--- src/rtl/uart_tx_buf_pkg.sv ---
// Shared definitions for the buffered UART transmitter: frame shape, serializer
// state encodings and the width helper used to size pointers and counters.
// Latency: n/a (declarations only).  Backpressure: n/a.
package uart_tx_buf_pkg;

   // 8N1 framing: one start bit, eight data bits, one stop bit.
   localparam int DATA_BITS = 8;
   localparam int STOP_BITS = 1;

   typedef logic [DATA_BITS-1:0] byte_t;

   // Serializer states, kept as plain constants so the encoding is fixed.
   localparam logic [1:0] ST_IDLE  = 2'd0;
   localparam logic [1:0] ST_START = 2'd1;
   localparam logic [1:0] ST_DATA  = 2'd2;
   localparam logic [1:0] ST_STOP  = 2'd3;

   // Ceiling log2: number of bits needed to hold the values 0..n-1.
   function automatic int clog2(input int n);
      int r;
      r = 0;
      for (int i = 0; i < 31; i++) begin
         if ((1 << i) < n) begin
            r = i + 1;
         end
      end
      return r;
   endfunction

endpackage

--- src/rtl/uart_tx_buf_if.sv ---
// Application-side push interface of the buffered UART transmitter.
// Latency: n/a (wires only).  Backpressure: full is advisory; a put while full
// is dropped and flagged on the sticky overflow bit.
// Ports: put/data (push strobe and byte), full/empty/idle/overflow (status).
interface uart_tx_buf_if;

   logic                   put;
   uart_tx_buf_pkg::byte_t data;
   logic                   full;
   logic                   empty;
   logic                   idle;
   logic                   overflow;

   // Application side: pushes bytes and watches the status flags.
   modport master (
      output put,
      output data,
      input  full,
      input  empty,
      input  idle,
      input  overflow
   );

   // Transmitter side: accepts bytes and reports its state.
   modport slave (
      input  put,
      input  data,
      output full,
      output empty,
      output idle,
      output overflow
   );

endinterface

--- src/rtl/uart_tx_buf_tx.sv ---
// 8N1 serializer: shifts one byte LSB first, framed by a start and stop bit.
// Latency: tx goes low on the edge that accepts tx_start; a frame is 10*DIV clocks.
// Backpressure: tx_rdy high only in IDLE or on the last stop-bit clock; loads elsewhere are ignored.
// Ports: clk, resetn, tx_start/tx_data (load), tx_rdy, tx_busy, tx (registered line).
module uart_tx
   import uart_tx_buf_pkg::*;
#(
   parameter int DIV = 104
) (
   input  logic  clk,
   input  logic  resetn,
   input  logic  tx_start,
   input  byte_t tx_data,
   output logic  tx_rdy,
   output logic  tx_busy,
   output logic  tx
);

   localparam int CNT_W = (clog2(DIV) < 1) ? 1 : clog2(DIV);
   localparam logic [CNT_W-1:0] CNT_LAST  = CNT_W'(DIV - 1);
   localparam logic [2:0]       DATA_LAST = 3'(DATA_BITS - 1);
   localparam logic [2:0]       STOP_LAST = 3'(STOP_BITS - 1);

   logic [1:0]       state;
   logic [CNT_W-1:0] cnt;
   logic [2:0]       bit_idx;
   byte_t            shift;
   logic             bit_end;
   logic             load;

   assign bit_end = (cnt == CNT_LAST);

   // Ready on the final clock of the last stop bit as well as in IDLE, so a
   // queued byte starts its start bit with no gap after the stop bit.
   assign tx_rdy  = (state == ST_IDLE) ||
                    ((state == ST_STOP) && bit_end && (bit_idx == STOP_LAST));
   assign tx_busy = (state != ST_IDLE);
   assign load    = tx_start && tx_rdy;

   always_ff @(posedge clk or negedge resetn) begin
      if (!resetn) begin
         state   <= ST_IDLE;
         cnt     <= '0;
         bit_idx <= '0;
         shift   <= '0;
         tx      <= 1'b1;
      end else if (load) begin
         // The start bit is driven from this edge, one clock after the byte
         // became visible at the FIFO head.
         shift   <= tx_data;
         cnt     <= '0;
         bit_idx <= '0;
         state   <= ST_START;
         tx      <= 1'b0;
      end else begin
         case (state)
            ST_IDLE: begin
               cnt <= '0;
               tx  <= 1'b1;
            end
            ST_START: begin
               if (bit_end) begin
                  cnt     <= '0;
                  bit_idx <= '0;
                  state   <= ST_DATA;
                  tx      <= shift[0];
               end else begin
                  cnt <= cnt + CNT_W'(1);
               end
            end
            ST_DATA: begin
               if (bit_end) begin
                  cnt <= '0;
                  if (bit_idx == DATA_LAST) begin
                     bit_idx <= '0;
                     state   <= ST_STOP;
                     tx      <= 1'b1;
                  end else begin
                     // Present the next bit now; shift[1] becomes shift[0].
                     bit_idx <= bit_idx + 3'd1;
                     shift   <= shift >> 1;
                     tx      <= shift[1];
                  end
               end else begin
                  cnt <= cnt + CNT_W'(1);
               end
            end
            ST_STOP: begin
               if (bit_end) begin
                  cnt <= '0;
                  if (bit_idx == STOP_LAST) begin
                     state <= ST_IDLE;
                  end else begin
                     bit_idx <= bit_idx + 3'd1;
                  end
               end else begin
                  cnt <= cnt + CNT_W'(1);
               end
               tx <= 1'b1;
            end
            default: begin
               state <= ST_IDLE;
               tx    <= 1'b1;
            end
         endcase
      end
   end

endmodule

--- src/rtl/uart_tx_buf.sv ---
// Buffered UART transmitter: ring FIFO of tbuf_size bytes drained by an 8N1 serializer.
// Latency: a byte pushed into an empty, idle block starts its start bit 1 clock after acceptance.
// Backpressure: none toward the pusher; puts while full are dropped and set sticky overflow.
// Ports: clk, resetn, bus (put/data in; full/empty/idle/overflow out), TX (serial line, idle high).
module uart_tx_buf
   import uart_tx_buf_pkg::*;
#(
   parameter int clk_freq  = 12000000,
   parameter int baud      = 115200,
   parameter int tbuf_size = 16
) (
   input  logic         clk,
   input  logic         resetn,
   uart_tx_buf_if.slave bus,
   output logic         TX
);

   localparam int DIV    = clk_freq / baud;
   localparam int ADDR_W = clog2(tbuf_size);
   localparam int PTR_W  = ADDR_W + 1;

   byte_t            mem [tbuf_size];
   logic [PTR_W-1:0] wr;
   logic [PTR_W-1:0] rd;
   logic             full;
   logic             empty;
   logic             push;
   logic             pop;
   logic             tx_rdy;
   logic             tx_busy;
   logic             overflow;
   byte_t            head;

   // The extra pointer bit separates "same slot, nothing stored" from
   // "same slot, one lap ahead".
   assign empty = (rd == wr);
   assign full  = (rd[ADDR_W-1:0] == wr[ADDR_W-1:0]) && (rd[ADDR_W] != wr[ADDR_W]);

   // full is taken from the registered pointers, so a pop on the same edge
   // never makes room for a push.
   assign push = bus.put && !full;
   assign pop  = tx_rdy && !empty;
   assign head = mem[rd[ADDR_W-1:0]];

   always_ff @(posedge clk or negedge resetn) begin
      if (!resetn) begin
         wr       <= '0;
         rd       <= '0;
         overflow <= 1'b0;
      end else begin
         if (push) begin
            wr <= wr + PTR_W'(1);
         end
         if (pop) begin
            rd <= rd + PTR_W'(1);
         end
         if (bus.put && full) begin
            overflow <= 1'b1;
         end
      end
   end

   // Storage needs no reset: clearing the pointers discards the contents.
   always_ff @(posedge clk) begin
      if (push) begin
         mem[wr[ADDR_W-1:0]] <= bus.data;
      end
   end

   uart_tx #(
      .DIV (DIV)
   ) u_tx (
      .clk      (clk),
      .resetn   (resetn),
      .tx_start (pop),
      .tx_data  (head),
      .tx_rdy   (tx_rdy),
      .tx_busy  (tx_busy),
      .tx       (TX)
   );

   assign bus.full     = full;
   assign bus.empty    = empty;
   assign bus.idle     = empty && !tx_busy;
   assign bus.overflow = overflow;

endmodule

--- src/flat_wrapper.sv ---
// flat-port wrapper written by rule: the top's interface ports become plain ports
module uart_tx_buf_flat import uart_tx_buf_pkg::*;
#(
   parameter int clk_freq  = 12000000,
   parameter int baud      = 115200,
   parameter int tbuf_size = 16
)
  (clk, resetn, TX, bus_put, bus_data, bus_full, bus_empty, bus_idle, bus_overflow);
  uart_tx_buf_if bus_i ();
  input  logic clk;
  input  logic resetn;
  output logic TX;
  input wire logic [$bits(bus_i.put)-1:0] bus_put;
  input wire logic [$bits(bus_i.data)-1:0] bus_data;
  output wire logic [$bits(bus_i.full)-1:0] bus_full;
  output wire logic [$bits(bus_i.empty)-1:0] bus_empty;
  output wire logic [$bits(bus_i.idle)-1:0] bus_idle;
  output wire logic [$bits(bus_i.overflow)-1:0] bus_overflow;
  assign bus_i.put = bus_put;
  assign bus_i.data = bus_data;
  assign bus_full = bus_i.full;
  assign bus_empty = bus_i.empty;
  assign bus_idle = bus_i.idle;
  assign bus_overflow = bus_i.overflow;
  uart_tx_buf #(.clk_freq(clk_freq), .baud(baud), .tbuf_size(tbuf_size)) u_core (.clk(clk), .resetn(resetn), .bus(bus_i), .TX(TX));
endmodule
--- config.mk ---
export PLATFORM = sky130hd
export DESIGN_NAME = uart_tx_buf_flat
export DESIGN_NICKNAME = d
export VERILOG_FILES = /design/src/rtl/uart_tx_buf_pkg.sv /design/src/rtl/uart_tx_buf_if.sv /design/src/rtl/uart_tx_buf_tx.sv /design/src/rtl/uart_tx_buf.sv /design/src/flat_wrapper.sv
export SDC_FILE = /design/constraint.sdc
export NUM_CORES = 1
export LEC_CHECK = 0
export ABC_AREA = 0
export BUFFER_PORTS_ARGS = -buffer_cell sky130_fd_sc_hd__buf_4
export CORE_MARGIN = 3
export CORE_UTILIZATION = 58
export CTS_BUF_LIST = sky130_fd_sc_hd__clkbuf_4
export CTS_CLUSTER_DIAMETER = 80
export DETAILED_ROUTE_END_ITERATION = 10
export PLACE_DENSITY_LB_ADDON = 0.08
export SYNTH_ARGS = -nofsm -noshare
export SYNTH_HDL_FRONTEND = slang
export SYNTH_SLANG_ARGS = --single-unit
--- constraint.sdc ---
create_clock -name clk -period 2.6 [get_ports clk]
set_clock_uncertainty 0.2 [all_clocks]
set_input_delay 0 -clock clk [delete_from_list [all_inputs] [get_ports clk]]
set_output_delay 0 -clock clk [all_outputs]
set_load 0.1 [all_outputs]
# Yosys cells after proc, flatten, opt, wreduce, memory -nomap -nowiden
# Memory sizes are Yosys's and may differ from the RTL's.
# Cells that the tools add are included.
# Widths: inputs -> output; s select.
# totals
reg_bits	32
ramBits	128
inputBits	11
output_inout_bits	5
word_cells	80
memories	1
# mem_list
name	depth	width	read_ports	rd_ports_with_merged_regs	write_ports	line	source
u_core.mem	16	8	1	0	1	uart_tx_buf.sv:22	byte_t mem [tbuf_size];
# op_classes
add_sub_neg	4
eq_ne	15
mux	28
reduce_logical	24
# ops
cell	n
$mux 8	4
$mux 3	6
$ne 3x3->1 const B	5
$mux 7	2
$pmux 7 s2	1
$mux 2	6
$add 5x1->5 const B	2
$pmux 3 s3	1
$logic_and 1x1->1	8
$add 7x1->7 const B	1
$eq 7x7->1 const B	1
$mux 1	6
$pmux 2 s3	1
$reduce_and 6->1	1
$reduce_bool 2->1	3
$eq 5x5->1	1
$reduce_and 5->1	1
$eq 2x2->1 const B	2
$eq 4x4->1	1
$reduce_bool 4->1	1
$add 3x1->3 const B	1
$eq 3x3->1 const B	1
$logic_not 1->1	3
$logic_not 3->1	1
other kinds (11)	11

# Longest topological paths before layout
# Gate-level depths: netlist (run 1).
# depth
word_depth	8
ltp_mapped	8
mapped_depth_nobuf	7

# By module
# From an unflattened synthesis (run 1), not the netlist that was laid out.
# unflattened
hier_cells	418
hier_area_um2	6937.9
# modules_own_cells
mod	n_inst	cells_per_inst	area_per_inst_um2	seq_area_each_um2
uart_tx_buf	1	285	5649.2	4119.0
uart_tx	1	133	1288.7	526.8

# Worst setup path after synthesis (run 1)
# No wires, ideal clock.
# synth_timing
path_type	register to register
startpoint	reg u_core.rd[1]
endpoint	reg u_core.overflow (netlist: u_core.bus.overflow)
setup_ns	0.069
t_arrival_ns	2.359
required_ns	2.331
path_slack_ns	-0.028
path_stages_with_launch	6
path_buffers	1
period_less_slack_ns	2.628
cell_sequence	dfrtp_1 > buf_2 > xnor2_1 > nand4_1 > nor2_1 > a21o_1
# synth_between
elab_chain_len	3
# synth_rtl
element	line	source
start, declared	uart_tx_buf.sv:24	logic [PTR_W-1:0] rd;
start signal, assigned	uart_tx_buf.sv:55	rd <= rd + PTR_W'(1);
$eq 4x4->1	uart_tx_buf.sv:37	assign full = (rd[ADDR_W-1:0] == wr[ADDR_W-1:0]) && (rd[ADDR_W] != wr[ADDR_W]);
$logic_and 1x1->1	uart_tx_buf.sv:37	
via bus_full	flat_wrapper.sv:15	output wire logic [$bits(bus_i.full)-1:0] bus_full;
$logic_and 1x1->1	uart_tx_buf.sv:57	if (bus.put && full) begin
end signal, assigned	uart_tx_buf.sv:49	overflow <= 1'b0;
end signal, assigned	uart_tx_buf.sv:58	overflow <= 1'b1;
end, declared	uart_tx_buf.sv:31	logic overflow;
# The timed path passes the listed nets, and every way through them passes these cells.
# A chain may end at the register's enable or synchronous reset.

# Worst setup path after layout (run 1)
# layout_timing
startpoint	reg u_core.wr[2]
endpoint	mem u_core.mem[15][1] (netlist bit) (enable)
# layout_between
elab_chain_len	6
# layout_rtl
element	line	source
start, declared	uart_tx_buf.sv:23	logic [PTR_W-1:0] wr;
start signal, assigned	uart_tx_buf.sv:52	wr <= wr + PTR_W'(1);
$eq 4x4->1	uart_tx_buf.sv:37	
$logic_and 1x1->1	uart_tx_buf.sv:37	
$logic_not 1->1	uart_tx_buf.sv:41	assign push = bus.put && !full;
$logic_and 1x1->1	uart_tx_buf.sv:41	
$mux 1	uart_tx_buf.sv:65	if (push) begin
$mux 1 (not written as such)	uart_tx_buf.sv:66	mem[wr[ADDR_W-1:0]] <= bus.data;
end, declared	uart_tx_buf.sv:22	
# Several ways; a longest one is shown, not always the timed one.

==> results of run 1 <==
cells in the mapped netlist, drive strengths merged, types with 11 or more instances:
master	number	area share, %
edfxtp	128	57
xnor2	12	1.6
buf	11	0.90
nor2	11	0.65
o21ai	12	0.90
nand2	22	1.2
ha	14	2.6
mux4	32	11
a22oi	16	1.8
dfrtp	31	12
and3	18	1.7
kinds of logic after synthesis:
kind of cell,Yosys count,share of synthesized area (%)
and+or+nand+nor,82,6.77
AOI/OAI and AO/OA,46,4.83
xor gates and xnor gates,18,2.35
adders and majority gates,14,2.61
buffers and inverters,28,1.87
muxes,42,12.3
DFF,160,69.3
layout make-up:
cell class	instances	area, µm²	area share [%]
Clock inverter	12	133	1.79
Sequential cell	160	4650	62.7
Multi-Input combinational cell	202	1940	26.1
Tap cell	140	175	2.36
Clock buffer	20	150	2.03
Timing Repair Buffer	38	340	4.59
Inverter	8	30.0	0.405
how the worst max path moves through the flow:
| stage | slack, ps | cells past startpoint | end | startpoint |
|---|---|---|---|---|
| after floorplan | 30 | 7 | u_core.mem[3][0] | u_core.rd[2] |
| after global placement | 360 | 6 | u_core.u_tx.shift[6] | u_core.u_tx.cnt[0] |
| after detailed placement | 310 | 5 | u_core.mem[13][4] | u_core.wr[2] |
| after CTS | 230 | 5 | bus_idle | u_core.wr[2] |
| after global routing | 100 | 5 | bus_idle | u_core.wr[2] |
| final | 280 | 5 | u_core.mem[15][1] | u_core.wr[2] |
power by group:
| group | switching [mW] | internal (mW) | total [mW] |
|---|---|---|---|
| Combinational | 1.64 | 1.17 | 2.81 |
| Sequential | 0.264 | 3.19 | 3.45 |
| Clock | 0.863 | 0.612 | 1.48 |
sequential cells by signal, indices dropped and copies added, names as in the netlist:
name	flops
u_core.wr	5
u_core.bus.overflow	1
u_core.u_tx.cnt	7
u_core.u_tx.bit_idx	3
u_core.u_tx.shift	8
u_core.u_tx.state	2
u_core.rd	5
u_core.u_tx.tx	1
u_core.mem	128
layer usage:
metal | global-route usage, % | routed length, µm
met1 | 33.2 | 5870
met2 | 33.9 | 6510
met3 | 5.25 | 691
met4 | 6.97 | 70
met5 | 0 | 0
through the flow:
step	area (µm²)	util, %
after floorplan	6710	-
final	7410	66.9
after global routing	7410	66.9
after CTS	7410	66.9
after global placement	6990	63.1
after detailed placement	6990	63.1
==> flow_summary.ini, run 1 <==
[min_path]
holdPathStages = 2
min-delay-start = bus_data[7]
hold_crit_endpoint = u_core.mem[15][7]
hold_path.class = in -> reg

[worst_setup_path]
number_of_cells_on_the_worst_reg_to_reg_path = 5
regToRegSetupSlack_ps = 280
crit_arrival_ps = 2310
regToRegEndpoint = u_core.mem[15][1]
r2r-start = u_core.wr[2]
capturing_element_type_of_the_critical_path = flop
timing_worst_setup_path_type = reg -> reg
critical_path_cell_with_the_highest_stage_delay = sky130_fd_sc_hd__dfrtp_1
req_time_crit_path_ps = 2590
worstPathCellList = xnor2_1 > and4_1 > a21boi_1 > buf_4 > and3_1
start_kind = flop
critical_path.max_stage_delay_ps = 490
critPathBufInv = 1
critical_path_peak_fanout = 20
worst_path_dominant_cell_family = simple AND/OR/NAND/NOR gates

[clock_network]
clkSlewWorstSetupHoldPaths_ps = 130
tritoncts.num_buffers = 17
cts.htree.levels = 4
post_cts_hold_buffer_count = 13
clk_path_buf_depth = 2
cts_root_buf = sky130_fd_sc_hd__clkbuf_4
clkLatencyLatePin_ps = 530
tritoncts = built
post-cts-setup-buffer-count = 0
cts.sink_count = 160
cts_repair_resize_count = 0

[route]
detail_route.wl_per_cell_um = 22.6
detailed_router_s_first_iteration_violation_count = 279
finalWirelength_mm = 13.1
ant_nets = 0
drt_drc_violations_left = 0
dr.pass1.iters = 4
vias_per_cell = 5.96
vias = 3458

[cells_and_area]
mostFrequentLayoutCells = 128 x sky130_fd_sc_hd__edfxtp_1, 32 x sky130_fd_sc_hd__mux4_2, 30 x sky130_fd_sc_hd__dfrtp_1
fin_cells = 580
num-fill-cells = 770
antennaDiodeCount = 0
nNetsFinal = 452
most_common_cell_after_layout_fill_and_taps_aside = sky130_fd_sc_hd__edfxtp_1
syn2layout_area_growth_pct = 10.5
post_route_cells_drive_above_1_share_pct = 22.3

[sta]
timing.max_slew.rel_slack_pct = 50.7
unrepaired_setup_endpoints_after_global_routing = false
share_of_the_cycle_needed_by_the_critical_path_after_routing_pct = 89.3
report.final.setup_viol = 0
timing.hold.ws_ps = 131
fmax_mhz = 431
number_of_hold_violations_in_the_final_report = 0
timing_worst_slew_pin_value_ps = 738
finalWorstSetupSlack_ps = 277
final-max-slew-violation-count = 0
fin_crit_ps = 2320
setup_tns_ps = 0

[yosys]
syn_avg_cell_area_um2 = 17.2
synthDistinctLibCells = 42
synth-seq-area-share_pct = 69.3
yosys_register_bits = 160
synth_warnings = 0
mappedNetlistArea_mm2 = 0.00670
most_common_flop_cell_mapped_by_yosys = sky130_fd_sc_hd__edfxtp_1
asyncSetResetFlopFracSynth_pct = 20.0
postSynthNetCount = 415
postSynthCellCount = 390
synth_enable_flop_cells = 128

[placement]
detailedPlacementHpwl_mm = 8.52
finalWeightedCongestion = 0.791
io_buffers = 15
preCtsSetupSlack_ps = 314
place.detailed.instances = 535

[floorplanning]
fp.dieArea_mm2 = 0.0129
placement_rows = 38
floorplan.initialDensity_pct = 60.5
boundary_pin_count = 16
die-height_um = 114
floorplan.core_area_mm2 = 0.0111
fp.dieW_um = 114

[global_routing]
grtUsageTotal_pct = 22.5
grt_pass1_vias = 3585
grt_max_degree = 36
grt_overflow_total = 0
grt_antenna_before_repair = 0
grt_pass1_wl_mm = 20.9

[power_and_ir_drop]
pwr_density_cell_mw_per_mm2 = 1040
power_mw = 7.74
p_leak_nw = 2.71
irDropWorstVdd_mv = 0.662

[flow_run]
count_of_max_cap_constraint_violations = 0

[outcome]
outcome = finished, final reports clean
(Power assumes the default switching activity.)
==> run 2: changes to the inputs <==
- CORE_UTILIZATION: 58 -> 59
- clock period: 2.6 -> 2.85 ns (I/O delays scaled with it)
==> run 2 against run 1 <==
Compared with the run above:
- flip-flop and latch count unchanged
- clock-buffer cell count decreased by 1
- design area about the same
- highest routed layer unchanged
- largest cell class unchanged
- non-clock buffer count decreased by 4
- combinational power decreased by 8.9%
- first-iteration DRC count increased by 20%
- sequential share of layout area about the same
- sequential power decreased by 8.7%
- worst hold slack improved by 4.0 ps
- via count increased by 1.7%
- register-to-register slack improved by 230 ps
- global-route usage decreased by 0.28 points
==> flow_summary.ini, run 2 (same netlist as run 1, synthesis figures left out) <==
[cells_and_area]
multi_input_comb_area_mm2 = 0.00193
mostFrequentLayoutCells = 128 x sky130_fd_sc_hd__edfxtp_1, 32 x sky130_fd_sc_hd__mux4_2, 30 x sky130_fd_sc_hd__dfrtp_1
layout.area.seq_mm2 = 0.00465
post_route_cells_drive_above_1_share_pct = 20.4
largest_register_ffs = 128
syn2layout_area_growth_pct = 10.5
most_common_cell_after_layout_fill_and_taps_aside = sky130_fd_sc_hd__edfxtp_1
antennaDiodeCount = 0
nNetsFinal = 448
num-fill-cells = 720

[route]
dr.pass1.iters = 4
finalWirelength_mm = 13.0
vias_per_cell = 6.11
met1Wirelength_mm = 6.15
vias = 3518
ant_nets = 0
detailed_router_s_first_iteration_violation_count = 334
metal3_wl_um = 701
detailroute.wirelength.met2_mm = 5.93
routed.top_layer = met4
detail_route.wl_per_cell_um = 22.6
drt_drc_violations_left = 0

[clock_network]
post-cts-setup-buffer-count = 0
tritoncts = built
clkLatencyLatePin_ps = 540
post_cts_hold_buffer_count = 13
cts.htree.levels = 4
cts.sink_count = 160
clkSlewWorstSetupHoldPaths_ps = 120
clk_path_buf_depth = 2
tritoncts.num_buffers = 17
cts_root_buf = sky130_fd_sc_hd__clkbuf_4
cts_repair_resize_count = 0

[sta]
fin_crit_ps = 2350
share_of_the_cycle_needed_by_the_critical_path_after_routing_pct = 82.3
setup_tns_ps = 0
number_of_hold_violations_in_the_final_report = 0
timing.max_slew.rel_slack_pct = 48.8
unrepaired_setup_endpoints_after_global_routing = false
fmax_mhz = 426
timing_worst_slew_pin_value_ps = 766
timing.hold.ws_ps = 135
report.final.setup_viol = 0
final-max-slew-violation-count = 0

[power_and_ir_drop]
pwr_density_cell_mw_per_mm2 = 966
irDropWorstVdd_mv = 1.19
power_mw = 7.16
p_leak_nw = 2.69

[floorplanning]
boundary_pin_count = 16
floorplan.core_area_mm2 = 0.0110
fp.dieW_um = 113
fp.dieArea_mm2 = 0.0127
placement_rows = 38
die-height_um = 113
floorplan.initialDensity_pct = 61.0

[placement]
io_buffers = 15
detailedPlacementHpwl_mm = 8.30
finalWeightedCongestion = 0.786

[worst_setup_path]
capturing_element_type_of_the_critical_path = flop
start_kind = flop
critical_path_peak_fanout = 20
crit_arrival_ps = 2350
timing_worst_setup_path_type = reg -> reg
critical_path_cell_with_the_highest_stage_delay = sky130_fd_sc_hd__dfrtp_1
req_time_crit_path_ps = 2850
worstPathCellList = xnor2_1 > and4_1 > a21boi_1 > buf_4 > and3_1
critical_path.max_stage_delay_ps = 480

[flow_run]
count_of_max_cap_constraint_violations = 0

[outcome]
outcome = finished, final reports clean

[global_routing]
grt_pass1_vias = 3507
grtUsageTotal_pct = 22.2
grt_antenna_before_repair = 0
grt_pass1_wl_mm = 20.6
grt_overflow_total = 0
grt_max_degree = 36

[min_path]
hold_path.class = in -> reg
## run 2: changes by cell type in the layout (fill, tap and decap cells not counted)
cell                         before  now
sky130_fd_sc_hd__clkinv_2         3    1
sky130_fd_sc_hd__nor2_1           9   10
sky130_fd_sc_hd__inv_6            3    1
sky130_fd_sc_hd__inv_8            1    0
sky130_fd_sc_hd__clkbuf_4        20   19
sky130_fd_sc_hd__clkinv_4         1    0
sky130_fd_sc_hd__clkinv_1         1    5
sky130_fd_sc_hd__clkinvlp_4       1    2
sky130_fd_sc_hd__buf_4           24   20
sky130_fd_sc_hd__nor2_2           2    1
sky130_fd_sc_hd__bufinv_16        2    4
## run 2: power breakdown
group	leakage, nW	switching, mW	internal [mW]
Combinational	0.975	1.51	1.05
Clock	0.161	0.751	0.702
Sequential	1.56	0.239	2.91
## run 2: final timing paths
path                                          start                   to  slack (ps)  depth (start not counted)
worst max-delay path                   u_core.wr[2]    u_core.mem[15][4]         500                          5
worst min-delay path                    bus_data[7]     u_core.mem[6][7]         130                          2
worst max register to register         u_core.wr[2]    u_core.mem[15][4]         500                          5
worst min register to register  u_core.bus.overflow  u_core.bus.overflow         270                          1
max in group asynchronous                    resetn         u_core.rd[1]        1960                          4
min in group asynchronous                    resetn       u_core.u_tx.tx         300                          3
## run 2: final cells by class
type / count / share of cell area, %
Timing Repair Buffer: 34 / 4.19
Multi-Input combinational cell: 202 / 26.1
Clock buffer: 19 / 1.93
Tap cell: 140 / 2.37
Inverter: 8 / 0.405
Clock inverter: 13 / 2.26
Sequential cell: 160 / 62.7
## run 2: worst max-delay path, delay by kind of cell, from the launching register on
family,cells,cell delay (ps)
and+or+nand+nor,2,740
DFF,1,480
buffers and inverters,1,250
xor gates and xnor gates,1,180
AOI/OAI and AO/OA,1,150
## run 2: per-layer routing
metal,track usage [%],vias to the layer above
met5,0,-
met4,6.33,0
met3,6.25,20
met2,31.3,107
met1,34.4,1803
li1,-,1588
## run 2: per-stage QoR
step | cells | cell area, µm² | utilization [%] | setup slack (ps)
after global routing | 576 | 7410 | 67.4 | 360
final | 576 | 7410 | 67.4 | 505
after CTS | 576 | 7410 | 67.4 | 496
after floorplan | 390 | 6700 | - | 222
after detailed placement | 531 | 6960 | 63.3 | 507
after global placement | 531 | 6960 | 63.3 | 540
